`src/rtl/mips_mc_pkg.sv`:
```
// mips_mc_pkg
// Shared encodings for the multicycle MIPS control sequencer.
//   state_t      : sequencer state, 4 bits, FETCH = 0
//   OP_* / FUNCT_: instruction fields the sequencer dispatches on
//   ALU_*        : alu_op codes understood by AluControlUint
//   SRCB_*       : ALU B input select codes
//   PCSRC_*      : next-PC select codes
//   MTR_*        : register write data select codes
//   RDST_*       : write register select codes
package mips_mc_pkg;

    typedef enum logic [3:0] {
        FETCH     = 4'd0,
        DECODE    = 4'd1,
        MEM_ADDR  = 4'd2,
        MEM_READ  = 4'd3,
        MEM_WB    = 4'd4,
        MEM_WRITE = 4'd5,
        R_EXEC    = 4'd6,
        R_WB      = 4'd7,
        JR        = 4'd8,
        I_EXEC    = 4'd9,
        I_WB      = 4'd10,
        BRANCH    = 4'd11,
        JUMP      = 4'd12,
        JAL       = 4'd13,
        LUI       = 4'd14
    } state_t;

    localparam logic [5:0] OP_RTYPE = 6'd0;
    localparam logic [5:0] OP_J     = 6'd2;
    localparam logic [5:0] OP_JAL   = 6'd3;
    localparam logic [5:0] OP_BEQ   = 6'd4;
    localparam logic [5:0] OP_BNE   = 6'd5;
    localparam logic [5:0] OP_ADDI  = 6'd8;
    localparam logic [5:0] OP_SLTI  = 6'd10;
    localparam logic [5:0] OP_ANDI  = 6'd12;
    localparam logic [5:0] OP_ORI   = 6'd13;
    localparam logic [5:0] OP_XORI  = 6'd14;
    localparam logic [5:0] OP_LUI   = 6'd15;
    localparam logic [5:0] OP_LW    = 6'd35;
    localparam logic [5:0] OP_SW    = 6'd43;

    localparam logic [5:0] FUNCT_JR = 6'd8;

    localparam logic [2:0] ALU_ADD   = 3'd0;
    localparam logic [2:0] ALU_SUB   = 3'd1;
    localparam logic [2:0] ALU_FUNCT = 3'd2;
    localparam logic [2:0] ALU_OR    = 3'd3;
    localparam logic [2:0] ALU_AND   = 3'd4;
    localparam logic [2:0] ALU_XOR   = 3'd5;
    localparam logic [2:0] ALU_SLT   = 3'd6;

    localparam logic [2:0] SRCB_B        = 3'd0;
    localparam logic [2:0] SRCB_FOUR     = 3'd1;
    localparam logic [2:0] SRCB_SIMM     = 3'd2;
    localparam logic [2:0] SRCB_SIMM_SH2 = 3'd3;
    localparam logic [2:0] SRCB_ZIMM     = 3'd4;

    localparam logic [1:0] PCSRC_ALU    = 2'd0;
    localparam logic [1:0] PCSRC_ALUOUT = 2'd1;
    localparam logic [1:0] PCSRC_JUMP   = 2'd2;
    localparam logic [1:0] PCSRC_REG    = 2'd3;

    localparam logic [1:0] MTR_ALUOUT = 2'd0;
    localparam logic [1:0] MTR_MDR    = 2'd1;
    localparam logic [1:0] MTR_PC     = 2'd2;
    localparam logic [1:0] MTR_LUI    = 2'd3;

    localparam logic [1:0] RDST_RT = 2'd0;
    localparam logic [1:0] RDST_RD = 2'd1;
    localparam logic [1:0] RDST_RA = 2'd2;

    // State that DECODE moves to for a given instruction. Returning FETCH
    // means the opcode is unsupported.
    function automatic state_t decode_dispatch(input logic [5:0] opcode,
                                               input logic [5:0] funct);
        state_t target;
        target = FETCH;
        case (opcode)
            OP_RTYPE: target = (funct == FUNCT_JR) ? JR : R_EXEC;
            OP_LW, OP_SW: target = MEM_ADDR;
            OP_BEQ, OP_BNE: target = BRANCH;
            OP_ADDI, OP_SLTI, OP_ANDI, OP_ORI, OP_XORI: target = I_EXEC;
            OP_LUI: target = LUI;
            OP_J: target = JUMP;
            OP_JAL: target = JAL;
            default: target = FETCH;
        endcase
        return target;
    endfunction

endpackage

```
`src/rtl/mips_multicycle_ctrl.sv`:
```
// mips_multicycle_ctrl
// Moore control sequencer for the multicycle MIPS datapath. One memory port
// is shared by fetch and data access; mem_ready stretches FETCH, MEM_READ
// and MEM_WRITE until the access completes.
// Ports:
//   clock, reset          : clock and synchronous active-high reset
//   opcode, funct         : instruction register fields
//   mem_ready             : memory access completes this cycle
//   pc_write, pc_write_cond, branch_ne, pc_source : PC update controls
//   i_or_d, mem_read, mem_write, ir_write         : memory port controls
//   reg_write, reg_dst, mem_to_reg                : register file controls
//   alu_src_a, alu_src_b, alu_op                  : ALU controls
//   instr_done, illegal   : end-of-instruction and bad-opcode pulses
//   state                 : current state for debug
module mips_multicycle_ctrl
    import mips_mc_pkg::*;
(
    input  logic       clock,
    input  logic       reset,
    input  logic [5:0] opcode,
    input  logic [5:0] funct,
    input  logic       mem_ready,
    output logic       pc_write,
    output logic       pc_write_cond,
    output logic       branch_ne,
    output logic       i_or_d,
    output logic       mem_read,
    output logic       mem_write,
    output logic       ir_write,
    output logic       reg_write,
    output logic       alu_src_a,
    output logic [1:0] reg_dst,
    output logic [1:0] mem_to_reg,
    output logic [2:0] alu_src_b,
    output logic [2:0] alu_op,
    output logic [1:0] pc_source,
    output logic       instr_done,
    output logic       illegal,
    output logic [3:0] state
);

    state_t state_q;
    state_t state_next;

    assign state = state_q;

    // State register.
    always_ff @(posedge clock) begin
        if (reset) begin
            state_q <= FETCH;
        end else begin
            state_q <= state_next;
        end
    end

    // Next-state logic; memory states hold until mem_ready.
    always_comb begin
        state_next = state_q;
        case (state_q)
            FETCH:     state_next = mem_ready ? DECODE : FETCH;
            DECODE:    state_next = decode_dispatch(opcode, funct);
            MEM_ADDR:  state_next = (opcode == OP_SW) ? MEM_WRITE : MEM_READ;
            MEM_READ:  state_next = mem_ready ? MEM_WB : MEM_READ;
            MEM_WRITE: state_next = mem_ready ? FETCH : MEM_WRITE;
            R_EXEC:    state_next = R_WB;
            I_EXEC:    state_next = I_WB;
            default:   state_next = FETCH;
        endcase
    end

    // Output decode. Everything is zero while reset is high so no write
    // strobe can reach the datapath. MEM_WRITE only flags instr_done on the
    // cycle the store is accepted, keeping it a single-cycle pulse.
    always_comb begin
        pc_write      = 1'b0;
        pc_write_cond = 1'b0;
        branch_ne     = 1'b0;
        i_or_d        = 1'b0;
        mem_read      = 1'b0;
        mem_write     = 1'b0;
        ir_write      = 1'b0;
        reg_write     = 1'b0;
        alu_src_a     = 1'b0;
        reg_dst       = RDST_RT;
        mem_to_reg    = MTR_ALUOUT;
        alu_src_b     = SRCB_B;
        alu_op        = ALU_ADD;
        pc_source     = PCSRC_ALU;
        instr_done    = 1'b0;
        illegal       = 1'b0;
        if (!reset) begin
            case (state_q)
                FETCH: begin
                    mem_read  = 1'b1;
                    alu_src_b = SRCB_FOUR;
                    ir_write  = mem_ready;
                    pc_write  = mem_ready;
                end
                DECODE: begin
                    alu_src_b = SRCB_SIMM_SH2;
                    illegal   = (decode_dispatch(opcode, funct) == FETCH);
                end
                MEM_ADDR: begin
                    alu_src_a = 1'b1;
                    alu_src_b = SRCB_SIMM;
                end
                MEM_READ: begin
                    mem_read = 1'b1;
                    i_or_d   = 1'b1;
                end
                MEM_WB: begin
                    reg_write  = 1'b1;
                    mem_to_reg = MTR_MDR;
                    instr_done = 1'b1;
                end
                MEM_WRITE: begin
                    mem_write  = 1'b1;
                    i_or_d     = 1'b1;
                    instr_done = mem_ready;
                end
                R_EXEC: begin
                    alu_src_a = 1'b1;
                    alu_op    = ALU_FUNCT;
                end
                R_WB: begin
                    reg_write  = 1'b1;
                    reg_dst    = RDST_RD;
                    instr_done = 1'b1;
                end
                JR: begin
                    pc_source  = PCSRC_REG;
                    pc_write   = 1'b1;
                    instr_done = 1'b1;
                end
                I_EXEC: begin
                    alu_src_a = 1'b1;
                    case (opcode)
                        OP_SLTI: begin alu_src_b = SRCB_SIMM; alu_op = ALU_SLT; end
                        OP_ANDI: begin alu_src_b = SRCB_ZIMM; alu_op = ALU_AND; end
                        OP_ORI:  begin alu_src_b = SRCB_ZIMM; alu_op = ALU_OR;  end
                        OP_XORI: begin alu_src_b = SRCB_ZIMM; alu_op = ALU_XOR; end
                        default: begin alu_src_b = SRCB_SIMM; alu_op = ALU_ADD; end
                    endcase
                end
                I_WB: begin
                    reg_write  = 1'b1;
                    instr_done = 1'b1;
                end
                BRANCH: begin
                    alu_src_a     = 1'b1;
                    alu_op        = ALU_SUB;
                    pc_write_cond = 1'b1;
                    pc_source     = PCSRC_ALUOUT;
                    branch_ne     = (opcode == OP_BNE);
                    instr_done    = 1'b1;
                end
                JUMP: begin
                    pc_source  = PCSRC_JUMP;
                    pc_write   = 1'b1;
                    instr_done = 1'b1;
                end
                JAL: begin
                    pc_source  = PCSRC_JUMP;
                    pc_write   = 1'b1;
                    reg_write  = 1'b1;
                    reg_dst    = RDST_RA;
                    mem_to_reg = MTR_PC;
                    instr_done = 1'b1;
                end
                LUI: begin
                    reg_write  = 1'b1;
                    mem_to_reg = MTR_LUI;
                    instr_done = 1'b1;
                end
                default: begin
                end
            endcase
        end
    end

endmodule

```
`config.mk`:
```
export PLATFORM = sky130hd
export DESIGN_NAME = mips_multicycle_ctrl
export DESIGN_NICKNAME = d
export VERILOG_FILES = /design/src/rtl/mips_mc_pkg.sv /design/src/rtl/mips_multicycle_ctrl.sv
export SDC_FILE = /design/constraint.sdc
export NUM_CORES = 1
export LEC_CHECK = 0
export BUFFER_PORTS_ARGS = -buffer_cell sky130_fd_sc_hd__buf_2
export CORE_MARGIN = 8
export CORE_UTILIZATION = 41
export DETAILED_ROUTE_END_ITERATION = 10
export GPL_ROUTABILITY_DRIVEN = 0
export PLACE_DENSITY = 0.76
export SLEW_MARGIN = 5
export SYNTH_ARGS = -nofsm -noshare
export SYNTH_HDL_FRONTEND = slang
export SYNTH_SLANG_ARGS = --single-unit
```
`constraint.sdc`:
```
create_clock -name clock -period 1.2 [get_ports clock]
set_input_delay 0.06 -clock clock [delete_from_list [all_inputs] [get_ports clock]]
set_output_delay 0.06 -clock clock [all_outputs]
set_load 0.01 [all_outputs]
```
==> results.toml, run 1 <==
[logic_synthesis]
synth_top_area_share_pct = 9.60
synthCells = 128
synth_most_common_cell = "nor2_1"
async_reset_ff_share_pct = 0
ys_ff_latch = 4
yosys.area.top_type = "dfxtp_1"
synth_nets = 143
synth.distinct_cells = 50
ys.flop_type = "dfxtp_1"
synthesis.area_um2 = 835
ys_seq_area_share_pct = 9.60
yosysWarnings = 0
synth_edf_count = 0
yosys-top-cells-count = "16 x nor2_1, 9 x nand2_1, 8 x a21oi_1"
synth.top_cells.by_area = "dfxtp_1 9.6%, nor2_1 7.2%, nor2b_1 5.2%"
syn_area_per_cell_um2 = 6.52

[run_status]
status = "stopped before the end"
lastStage = "global routing (5_1_grt)"
error_line = "[ERROR DPL-0033] detailed placement checks failed during check placement."

[timing]
repair-timing-grt-worst-ep = "alu_op[2]"
worstEndpointType = "top-level output"

[clock_network]
clock_path_buffers = 2
h-tree-depth = 1
cts.sinks = 4
postCtsHoldBufs = 0
cts_made_buffers = 3
cts-root-buf = "clkbuf_4"

[global_routing]
antenna_found_initial = 0
grt_max_degree = 21

[placed_design]
portBuffers = 41
post-place-ws_ps = -290
hpwlAfterDp_um = 2900

[floorplan]
die_w_um = 61.1
initial_core_util_pct = 43.0
die_h_um = 61.1
io_pins = 42
rows = 16
-- metrics by stage --
step | instance area (µm²) | utilization (%) | std cells
after detailed placement | 1490 | 76.9 | 226
after CTS | 1750 | 89.9 | 237
after floorplan | 1010 | - | 128
after global placement | 1490 | 76.9 | 226
-- what timing repair did --
item | 4_1_cts
endpoints found under the setup margin | 27
buffers inserted | 8
pin swaps | 14
resized for setup | 37
-- cells by family after synthesis --
group	after synthesis	synth area share (%)
DFF	4	9.60
xor gates and xnor gates	3	3.15
AOI/OAI and AO/OA	34	28.6
and+or+nand+nor	72	51.1
buffers and inverters	15	7.50
==> run 2, diff against run 1 <==
CORE_AREA = 8 8 69 71   (was unset)
CORE_MARGIN = unset   (was 8)
CORE_UTILIZATION = unset   (was 41)
DIE_AREA = 0 0 77 79   (was unset)
PLACE_DENSITY = unset   (was 0.76)
PLACE_DENSITY_LB_ADDON = 0.15   (was unset)
clock period = 1.6 ns   (was 1.2 ns; I/O delays follow)
==> run 2 against run 1 <==
  * The flow now finishes, with violations (setup timing)
  * Area after synthesis is the same
  * Synthesized cell count unchanged
==> results.toml, run 2 <==
[floorplan]
core-area_mm2 = 0.00380
io_pins = 42
fp.dieArea_mm2 = 0.00608
die_h_um = 79
rows = 23
initial_core_util_pct = 22.0
die_w_um = 77

[placed_design]
portBuffers = 41
post-place-ws_ps = 92.7
hpwlAfterDp_um = 2680

[timing]
rsz0062_at_grt = "yes"
drv_slew = 0
min_period_ps = 1650
setup_ws_ps = -53.1
period_share_pct = 103
finalSetupViolCount = 4
max_freq_ghz = 0.605
tightest_slew_ps = 532
maxSlewHeadroom_pct = 64.1
holdWs_ps = 271
setup_tns_ps = -167
hold_violations = 0
skew_ps = 1.87

[power]
p_int_w = 0.000358
powerDensity_mw_per_mm2 = 403
seq_power_share_pct = 20.3
pwr-share-comb_pct = 40.0
p_leak_nw = 0.577
finalPower_w = 0.000531
vdd_drop_max_uv = 214
clkPwrFrac_pct = 39.7
switching_share_pct = 32.6
switchingPower_w = 0.000173

[cells_and_area]
final_common_cell = "buf_2"
antenna_cells = 0
final_cell_mix = "41 x buf_2, 15 x buf_4, 14 x nor2_1, 8 x nand2_1, 7 x a21oi_1"
layout-drive-gt1-share_pct = 47.7
largest_reg_flops = 4
nets = 193
area_growth_pct = 58.2

[drt]
drtAntennaViolNets = 0
via_count = 1146
via_per_inst = 5.07
wl_per_cell_um = 14.9
initialDrtViolationCount = 46
first_pass_iters = 4
routed_wl_um = 3370
drc = 0

[worst_setup_path]
cp_max_fo = 4
critPathRequiredTime_ps = 1520
worst_ep_arrival_time_ps = 1570
start_kind = "register"
worstSetupPathType = "register to primary output"
crit_path_end_kind = "primary output"
rr_startpoint = "state[1]"
r2r_slack_ps = 140
worst_r2r_endpoint = "state[2]"
reg2reg_depth = 5

[clock_network]
clock_path_buffers = 2
cts_tree = "done"
postCtsHoldBufs = 0
cts-root-buf = "clkbuf_8"
cts_made_buffers = 3
h-tree-depth = 1
clk_latency_ps = 220
cts.sinks = 4
clk_pin_slew_worst_paths_ps = 30

[logic_synthesis]
yosysWarnings = 0
synth_nets = 143
synth_top_area_share_pct = 9.60
synth.distinct_cells = 50
ys_ff_latch = 4
synth_most_common_cell = "nor2_1"
synth_edf_count = 0
synth.top_cells.by_area = "dfxtp_1 9.6%, nor2_1 7.2%, nor2b_1 5.2%"
synthesis.area_um2 = 835
syn_area_per_cell_um2 = 6.52
ys.flop_type = "dfxtp_1"
synthCells = 128
async_reset_ff_share_pct = 0
yosys.area.top_type = "dfxtp_1"
ys_seq_area_share_pct = 9.60
yosys-top-cells-count = "16 x nor2_1, 9 x nand2_1, 8 x a21oi_1"

[min_path]
min-delay-start = "opcode[4]"
hold_path_end = "state[1]"
min-delay-path-class = "primary input to register"
min_path_cells = 4

[run_status]
violations = "setup timing"
status = "finished with violations"

[global_routing]
grt_max_degree = 21
overflow = 0
grt_pass1_wl_um = 5600
antenna_found_initial = 0
track_usage_pct = 11.0
grt_pass1_vias = 1181

[flow_run]
maxCapViolCount = 0
## run 2: cell counts after synthesis
Identical to the previous run, type by type.
## run 2: worst max path at each step
stage          startpoint      endpoint  slack (ps)  cells after the start
4_1_cts          state[2]     alu_op[0]         -60                      4
3_3_place_gp     state[1]       illegal          60                      5
6_report         state[2]     alu_op[1]         -50                      4
2_1_floorplan    state[0]  alu_src_b[1]           5                      4
5_1_grt          state[2]     alu_op[1]        -100                      4
3_5_place_dp     funct[1]       illegal          90                      6
## run 2: logic make-up (layout without fill, tap and decap cells)
logic type	Yosys count	after routing	share of synthesized area [%]
and+or+nand+nor	72	72	51.1
AOI/OAI and AO/OA	34	34	28.6
buffers and inverters	15	63	7.50
DFF	4	4	9.60
xor gates and xnor gates	3	3	3.15
## run 2: worst max-delay path, stage by stage (launching register included)
cell	delay [ps]
dfxtp_4	340
or3_4	360
or3_4	400
o22ai_1	100
buf_2	150
## run 2: metal layers
layer	share of wire [%]	GRT usage [%]	vias up
li1	-	-	574
met1	46	12.6	525
met2	45	18.7	41
met4	2.5	5.28	0
met5	0	0	-
met3	6.0	2.71	6
## run 2: cell type report
cell class / count / area, µm²
fill: 438 / 2480
multi-input combinational: 109 / 786
timing repair buffer: 57 / 329
sequential: 4 / 90.1
tap: 50 / 62.6
clock buffer: 3 / 41.3
inverter: 3 / 11.3
## run 2: repair_timing
| item | 4_1_cts | 5_1_grt |
|---|---|---|
| resized for setup | 11 | 14 |
| pin swaps | 5 | 1 |
| buffers inserted | 1 | 1 |
| setup endpoints to repair | 10 | 11 |
## run 2: power by group through the flow
stage          clock network, W  logic, W  registers [W]
2_1_floorplan                 0  0.000113       0.000111
4_1_cts                0.000212  0.000202       0.000109
5_1_grt                0.000217  0.000235       0.000108
6_report               0.000211  0.000213       0.000108
3_5_place_dp                  0  0.000196       0.000110
3_3_place_gp                  0  0.000196       0.000110
## run 2: through the flow
stage          cell area [µm²]  util, %  std cells
4_1_cts                   1250     32.9        225
6_report                  1320     34.7        226
2_1_floorplan              841        -        128
3_5_place_dp              1160     30.6        221
3_3_place_gp              1160     30.6        221
5_1_grt                   1320     34.7        226
Note: power is estimated with default switching activity, not from simulation.
==> run 3, diff against run 2 <==
SETUP_SLACK_MARGIN = 0.15   (was unset)
TNS_END_PERCENT = 1   (was unset)
==> run 3 against run 2 <==
  * The flow still finishes with violations (setup timing)
  * Clock power rose by 2%
  * First-iteration DRC count fell by 22%
  * Core utilization barely moved
  * Clock skew rose by 3.5 ps
  * Non-clock buffer count fell by 3
  * Die area did not move
  * Cell area barely moved
  * Global-route usage rose by 0.14 points
  * Sequential cell count did not move
  * Combinational power barely moved
  * Sequential share of layout area fell by 0.47 points
  * Final cell count fell by 1.3%
  * Largest power group is now clock
  * Highest routed layer unchanged
==> results.toml, run 3 (synthesis results as in run 2) <==
[clock_network]
clk_pin_slew_worst_paths_ps = 30
cts_tree = "done"
cts-root-buf = "clkbuf_8"
clock_path_buffers = 2
h-tree-depth = 1
cts.sinks = 4
cts_setup_buffers = 0
postCtsHoldBufs = 0
cts_made_buffers = 3
clk_latency_ps = 220

[placed_design]
portBuffers = 41
dp.cells = 220
hpwlAfterDp_um = 2660
post-place-ws_ps = 74.5

[drt]
initialDrtViolationCount = 36
first_pass_iters = 4
drtAntennaViolNets = 0
wl_per_cell_um = 14.8
drc = 0
routed_wl_um = 3300
via_count = 1132
via_per_inst = 5.08

[floorplan]
core-area_mm2 = 0.00380
rows = 23
initial_core_util_pct = 22.0
io_pins = 42
fp.dieArea_mm2 = 0.00608
die_h_um = 79
die_w_um = 77

[timing]
holdWs_ps = 267
period_share_pct = 104
max_freq_ghz = 0.602
min_period_ps = 1660
tightest_slew_ps = 537
skew_ps = 5.41
maxSlewHeadroom_pct = 63.8
drv_slew = 0
rsz0062_at_grt = "yes"
hold_violations = 0
setup_ws_ps = -62.3
finalSetupViolCount = 3

[cells_and_area]
layout-drive-gt1-share_pct = 49.7
nets = 190
final_cell_mix = "41 x buf_2, 13 x nor2_1, 12 x buf_4, 8 x nand2_1, 7 x a21oi_1"
area_growth_pct = 58.0
fill_cells = 435
antenna_cells = 0
largest_reg_flops = 4
fin_cells = 223
final_common_cell = "buf_2"

[worst_setup_path]
worstSetupPathType = "register to primary output"
cp_max_fo = 4
r2r_slack_ps = 210
critPathRequiredTime_ps = 1520
start_kind = "register"
crit_path_end_kind = "primary output"
worst_ep_arrival_time_ps = 1580

[global_routing]
antenna_found_initial = 0
overflow = 0
track_usage_pct = 11.1
grt_pass1_wl_um = 5740
grt_max_degree = 21
grt_pass1_vias = 1226

[min_path]
min-delay-path-class = "primary input to register"

[run_status]
status = "finished with violations"
violations = "setup timing"

[power]
powerDensity_mw_per_mm2 = 405
vdd_drop_max_uv = 280
p_leak_nw = 0.568

[flow_run]
maxCapViolCount = 0
## run 3: stage by stage
step | cell area, µm² | total power [W] | setup TNS, ps | utilization (%)
after floorplan | 871 | 0.000229 | 0 | -
after global placement | 1180 | 0.000302 | 0 | 31.2
after detailed placement | 1180 | 0.000305 | 0 | 31.2
after CTS | 1300 | 0.000533 | -386 | 34.2
after global routing | 1320 | 0.000563 | -644 | 34.7
final | 1320 | 0.000534 | -78.4 | 34.7
## run 3: routing by layer
layer | GRT usage [%] | vias up | part of all wire, %
met2 | 19.6 | 37 | 47
met5 | 0 | - | 0
met3 | 2.71 | 4 | 6.3
met4 | 4.53 | 0 | 1.7
met1 | 12.6 | 525 | 45
li1 | - | 566 | -
## run 3: critical path: stages (launching register included)
cell and delay [ps]:
dfxtp_2 330, or3_4 370, or3_4 370, nor3_2 150, buf_2 150
## run 3: worst paths after layout
kind,start,end,cells after the start
min reg2reg,state[3],state[3],3
min,mem_ready,state[0],4
max reg2reg,state[1],state[2],5
max,state[2],alu_op[2],4
## run 3: cell type report
type / count / area [µm²] / area share (%)
timing repair buffer: 54 / 307 / 23.2
inverter: 3 / 11.3 / 0.854
sequential: 4 / 83.8 / 6.36
multi-input combinational: 109 / 813 / 61.7
tap: 50 / 62.6 / 4.74
clock buffer: 3 / 41.3 / 3.13
## run 3: power by group
| group | leakage, nW | internal (W) | switching (W) | total (W) |
|---|---|---|---|---|
| clock | 0.0216 | 0.000161 | 0.0000548 | 0.000215 |
| combinational | 0.512 | 0.0000909 | 0.000120 | 0.000211 |
| sequential | 0.0340 | 0.000104 | 0.00000367 | 0.000108 |
| total | 0.568 | 0.000355 | 0.000178 | 0.000534 |
## run 3: what timing repair did
action                                  4_1_cts  5_1_grt
resized for setup                            18        6
pin swaps                                     4        3
endpoints found under the hold margin         0        0
cloned                                        0        0
endpoints found under the setup margin       17       21
